File: src/rtl/bs_rbtr_multimode.sv
// Shared-bus arbiter: pulls one packet at a time from the pending device FIFOs
// (fixed priority or round-robin) and delivers it by unicast or broadcast.
module bs_rbtr_multimode #(
   parameter int         pckg_sz   = 32,
   parameter int         drvrs     = 4,
   parameter logic [7:0] broadcast = 8'hFF
) (
   input  logic                             clk,
   input  logic                             reset,
   input  logic [drvrs-1:0]                 pndng,
   input  logic [drvrs-1:0][pckg_sz-1:0]    D_pop,
   input  logic [drvrs-1:0]                 full,
   input  logic                             mode,
   output logic [drvrs-1:0]                 pop,
   output logic [drvrs-1:0]                 push,
   output logic [drvrs-1:0][pckg_sz-1:0]    D_push,
   output logic                             busy,
   output logic [31:0]                      pkt_cnt,
   output logic [15:0]                      drop_cnt,
   output logic [1:0]                       state_dbg
);

   // Handshakes: a source offers a packet while pndng[i]=1 with D_pop[i] valid;
   // it is consumed by the one-cycle pop[i] strobe. A sink accepts push[i] only
   // when full[i]=0, and every target of a packet is pushed in the same cycle.

   localparam int IW = (drvrs > 2) ? $clog2(drvrs) : 1;
   localparam logic [drvrs-1:0] ONE = {{(drvrs-1){1'b0}}, 1'b1};

   typedef enum logic [1:0] {
      IDLE = 2'd0,
      POP  = 2'd1,
      PUSH = 2'd2
   } state_t;

   state_t              state_q, state_d;
   logic                done_q, done_d;
   logic [IW-1:0]       win_q, win_d;
   logic [IW-1:0]       last_q, last_d;
   logic [pckg_sz-1:0]  pkt_q, pkt_d;
   logic [drvrs-1:0]    pop_d, push_d;
   logic                busy_d;
   logic [31:0]         pkt_cnt_d;
   logic [15:0]         drop_cnt_d;

   logic [IW-1:0]       win_sel;
   logic [IW-1:0]       rr_idx;
   int                  rr_sum;
   logic                grant_any;

   logic [7:0]          dest;
   logic                is_uni, is_bcast, is_self, invalid, ready;
   logic [drvrs-1:0]    targets;

   assign state_dbg = state_q;
   assign grant_any = |pndng;

   // Winner selection; the last assignment in each loop has highest priority.
   always_comb begin
      win_sel = '0;
      rr_idx  = '0;
      rr_sum  = 0;
      if (mode) begin
         for (int off = drvrs; off >= 1; off--) begin
            rr_sum = int'(last_q) + off;
            if (rr_sum >= drvrs) rr_sum = rr_sum - drvrs;
            rr_idx = IW'(rr_sum);
            if (pndng[rr_idx]) win_sel = rr_idx;
         end
      end else begin
         for (int i = drvrs - 1; i >= 0; i--) begin
            if (pndng[IW'(i)]) win_sel = IW'(i);
         end
      end
   end

   assign dest     = pkt_q[pckg_sz-1 -: 8];
   assign is_uni   = (int'(dest) < drvrs);
   assign is_bcast = (dest == broadcast);
   assign is_self  = (int'(dest) == int'(win_q));
   assign invalid  = is_uni ? is_self : !is_bcast;
   assign ready    = ((targets & full) == '0);

   for (genvar g = 0; g < drvrs; g++) begin : g_lane
      assign targets[g] = is_uni ? (int'(dest) == g)
                                 : (is_bcast && (int'(win_q) != g));
      assign D_push[g]  = pkt_q;
   end

   always_comb begin
      state_d    = state_q;
      done_d     = done_q;
      win_d      = win_q;
      last_d     = last_q;
      pkt_d      = pkt_q;
      pop_d      = '0;
      push_d     = '0;
      pkt_cnt_d  = pkt_cnt;
      drop_cnt_d = drop_cnt;
      case (state_q)
         IDLE: begin
            if (grant_any) begin
               win_d   = win_sel;
               last_d  = win_sel;
               pkt_d   = D_pop[win_sel];
               pop_d   = ONE << win_sel;
               done_d  = 1'b0;
               state_d = POP;
            end
         end
         POP, PUSH: begin
            // done_q marks the single PUSH cycle that follows a push or a drop.
            if (state_q == PUSH && done_q) begin
               state_d = IDLE;
            end else begin
               state_d = PUSH;
               if (invalid) begin
                  if (drop_cnt != 16'hFFFF) drop_cnt_d = drop_cnt + 16'd1;
                  done_d = 1'b1;
               end else if (ready) begin
                  push_d    = targets;
                  pkt_cnt_d = pkt_cnt + 32'd1;
                  done_d    = 1'b1;
               end
            end
         end
         default: state_d = IDLE;
      endcase
      busy_d = (state_d != IDLE);
   end

   always_ff @(posedge clk or posedge reset) begin
      if (reset) begin
         state_q  <= IDLE;
         done_q   <= 1'b0;
         win_q    <= '0;
         last_q   <= IW'(drvrs - 1);
         pkt_q    <= '0;
         pop      <= '0;
         push     <= '0;
         busy     <= 1'b0;
         pkt_cnt  <= '0;
         drop_cnt <= '0;
      end else begin
         state_q  <= state_d;
         done_q   <= done_d;
         win_q    <= win_d;
         last_q   <= last_d;
         pkt_q    <= pkt_d;
         pop      <= pop_d;
         push     <= push_d;
         busy     <= busy_d;
         pkt_cnt  <= pkt_cnt_d;
         drop_cnt <= drop_cnt_d;
      end
   end

endmodule
File: config.mk
export PLATFORM = sky130hd
export DESIGN_NAME = bs_rbtr_multimode
export DESIGN_NICKNAME = d
export VERILOG_FILES = /design/src/rtl/bs_rbtr_multimode.sv
export SDC_FILE = /design/constraint.sdc
export NUM_CORES = 1
export LEC_CHECK = 0
export ABC_AREA = 1
export ABC_CLOCK_PERIOD_IN_PS = 4300
export BUFFER_PORTS_ARGS = -buffer_cell sky130_fd_sc_hd__buf_2
export CAP_MARGIN = 20
export CORE_MARGIN = 3
export CORE_UTILIZATION = 49
export CTS_CLUSTER_DIAMETER = 50
export DETAILED_ROUTE_END_ITERATION = 10
export PLACE_DENSITY = 0.82
export SYNTH_ARGS = -nofsm -noshare
export SYNTH_HDL_FRONTEND = slang
export SYNTH_SLANG_ARGS = --single-unit
File: constraint.sdc
create_clock -name clk -period 4.3 [get_ports clk]
set_input_delay 0.86 -clock clk [delete_from_list [all_inputs] [get_ports clk]]
set_output_delay 0.86 -clock clk [all_outputs]
set_load 0.005 [all_outputs]
==> impl_results.md <==
- Run status: finished, final reports clean
- Post-synth EDFFs: 0
- Slew @ Worst Pin: 0.9247 ns
- Worst setup EP type: flop
- Max incr delay on CP: 0.78 ns
- Pre-CTS setup slack: 0.5119 ns
- # rows: 44
- F_max: 330.9 MHz
- Gr usage total: roughly a quarter
- Final Util: around 58%
- Pwr Total: 5.005 mW
- Dpl cells: 1460
- CORE AREA: between 10000 and 15000 um2
- Clk buf depth: 2
- Yosys top cell by area: dfrtp_1
- Initial antenna violation count: 0
- First-pass GRT wire length: 34.48 mm
- Clk root buf: clkbuf_16
- Post-Syn Instances: ~1100
- Slew Limit Fails: 0
- Startpoint of the worst-slack reg-to-reg timing path: state_dbg[0]
- Largest net degree at the start of global routing: 67
- Crit-path cells: inv_1 > ha_1 > inv_1 > nor2_4 > clkinv_1 > buf_8 > o21ai_0 > o21ai_0
- Highest net fanout along the worst path: 39
- DR iter-0 viols: 582
- Pleak: 5.098 nW
- Setup violations, final: 0
- Top_reg_cell synth: dfrtp_1
- Antenna Nets Post-Route: 0
- Clock skew: 0.008418 ns
- Final worst path period share: 70.29%
- Die Y: 129.4 um
- Share of post-route cells with drive strength above 1: approximately a third
- Data arrival, critical path: 3.26 ns
- R2R setup slack: between 1 and 1.5 ns
- CP startpoint: state_dbg[0]
- Initial DRT Pass Iterations: 5
- Final nets: 1432
- Max IR drop VDD: 0.4591 mV
- Clock slew seen by the registers of the worst setup and hold paths: 0.07 ns
- Syn Std Cell Area: 7460 um2
- # DRC: 0
- # fillers: 1432
- Startpoint Class: flop
- FF+latch count, synth: 96
- Detailed Place HPWL: 16.62 mm
- # H-tree levels: 3
- Vias per inst: roughly 5
- Syn nets: ~1200
- DR WL/cell: ~15 um
- Vias in the first global route: 7044
- Most frequent cells after synthesis: 458 x nand2_1, 101 x buf_4, 94 x dfrtp_1, 91 x nand3_1
- Worst Path Required: 4.54 ns
- Max-Cap Viols: 0
- Cell Area, Placed: a little over 8000 um2
- Final Hold Vio Count: 0
- Num CTS Buffers: 9
- Clock latency on the worst-skew pair: around 0.35 ns
- RSZ-0062 raised after global routing: false
- WS Path Type: flop to flop
- Sink Count: 96
- Hold Crit Class: input port to asynchronous set/reset pin
- Die Wd: ~130 um
- Final worst path period need: 3.022 ns
- Final Instance Area: 8589 um2
- Post-synth top area share: 31.53%
- Die area: 16740 um2
- Final Wtd Congestion: 0.9201
- Antenna Cells: 0
- Area grow syn2layout: 15.15%
- Postcts setup bufs: 0
- Post-route setup TNS: 0 ns
- Starting Density: 50.75%
- Synth Area per Inst: between 6 and 7 um2
- R2R depth: 8
- Asr flop ratio synth: 100.0%
- Worst path slowest cell: clkinv_1
- Seq/Total Area, Yosys: 32.24%
- Hold buffers post-CTS: 0
- Netlist cell types: 39
- Port Buffers: 325
- Setup ws final: 1.278 ns
- Num ports: 326
- CTS tree: built
- Max-slew headroom: 38.35%
- WL final: 21.87 mm
- Yosys warns: 0
- GRT Residual Overflow: 0
- Hold_ws: 0.4917 ns
- Post-CTS Resized: 0
- Final cell count without fillers: 1477
- Top cells by area, synth: dfrtp_1 32%, nand2_1 23%, buf_4 10%
- Top-count cell post-synth: nand2_1
- Pwr/cell area: 582.7 nW/um2
- Vias: 7544
==> placed cells by master, fill, tap and decap left out, types with 2 or more instances in the layout <==
cell and instances:
a21oi_1 6, buf_2 325, buf_4 8, clkbuf_16 9, clkinvlp_4 2, dfrtp_1 94, dfstp_2 2, ha_1 5
inv_1 44, inv_2 12, inv_6 2, inv_8 2, nand2_1 458, nand2_2 45, nand2_4 2, nand3_1 91
nand3_2 2, nand4_1 45, nor2_1 40, nor2_2 2, nor2_4 2, nor3_1 19, nor4_1 6, o211ai_1 3
o21ai_0 6, o21ai_1 3, o21ai_2 2, or2_2 2, xnor2_1 15, xor2_1 28
==> worst max-delay path: cells and delay by family, from the launching register on <==
family / cells / cell delay [ns]
DFF: 1 / 0.40
AOI/OAI and AO/OA: 2 / 0.23
and+or+nand+nor: 1 / 0.72
buffers and inverters: 4 / 1.35
adders and majority gates: 1 / 0.20
==> worst paths after layout <==
kind | end
setup reg to reg | done_q
hold / removal | pkt_q[19]
max in group asynchronous | last_q[0]
hold reg to reg | done_q
setup / recovery | done_q
min in group clk | done_q
==> kinds of logic after synthesis <==
group	synth area share, %
AO/OA/AOI/OAI	1.627
XOR/XNOR	5.049
adder cells (fa/ha/maj)	0.8386
buffers and inverters	17.73
flip-flops	32.24
AND/OR/NAND/NOR	42.52
==> flip-flops by register name, indices dropped and copies added, names as in the netlist <==
signal,count
busy,1
done_q,1
drop_cnt,16
last_q,2
pkt_cnt,32
pkt_q,32
pop,4
push,4
state_dbg,2
win_q,2
==> power by group <==
group	internal, mW	switching, mW
Sequential	1.14	0.344
Combinational	1.00	1.74
Clock	0.402	0.375
==> layout make-up <==
cell class	instances	area (um2)	share of cell area, %
Sequential cell	96	2405	28.00
Tap cell	184	230.2	2.680
Timing Repair Buffer	334	1702	19.81
Clock buffer	10	229.0	2.666
Multi-Input combinational cell	788	3740	43.54
Inverter	59	231.5	2.695
Clock inverter	6	52.55	0.6118
==> per-layer routing <==
| metal | GRT usage, % | vias to the layer above | wire length [um] |
|---|---|---|---|
| li1 | - | 3740 | - |
| met1 | 35.25 | 3443 | 9382 |
| met5 | 0 | - | 0 |
| met4 | 10.69 | 0 | 610 |
| met2 | 40.40 | 323 | 10360 |
| met3 | 4.081 | 38 | 1515 |
(Power assumes the default switching activity.)
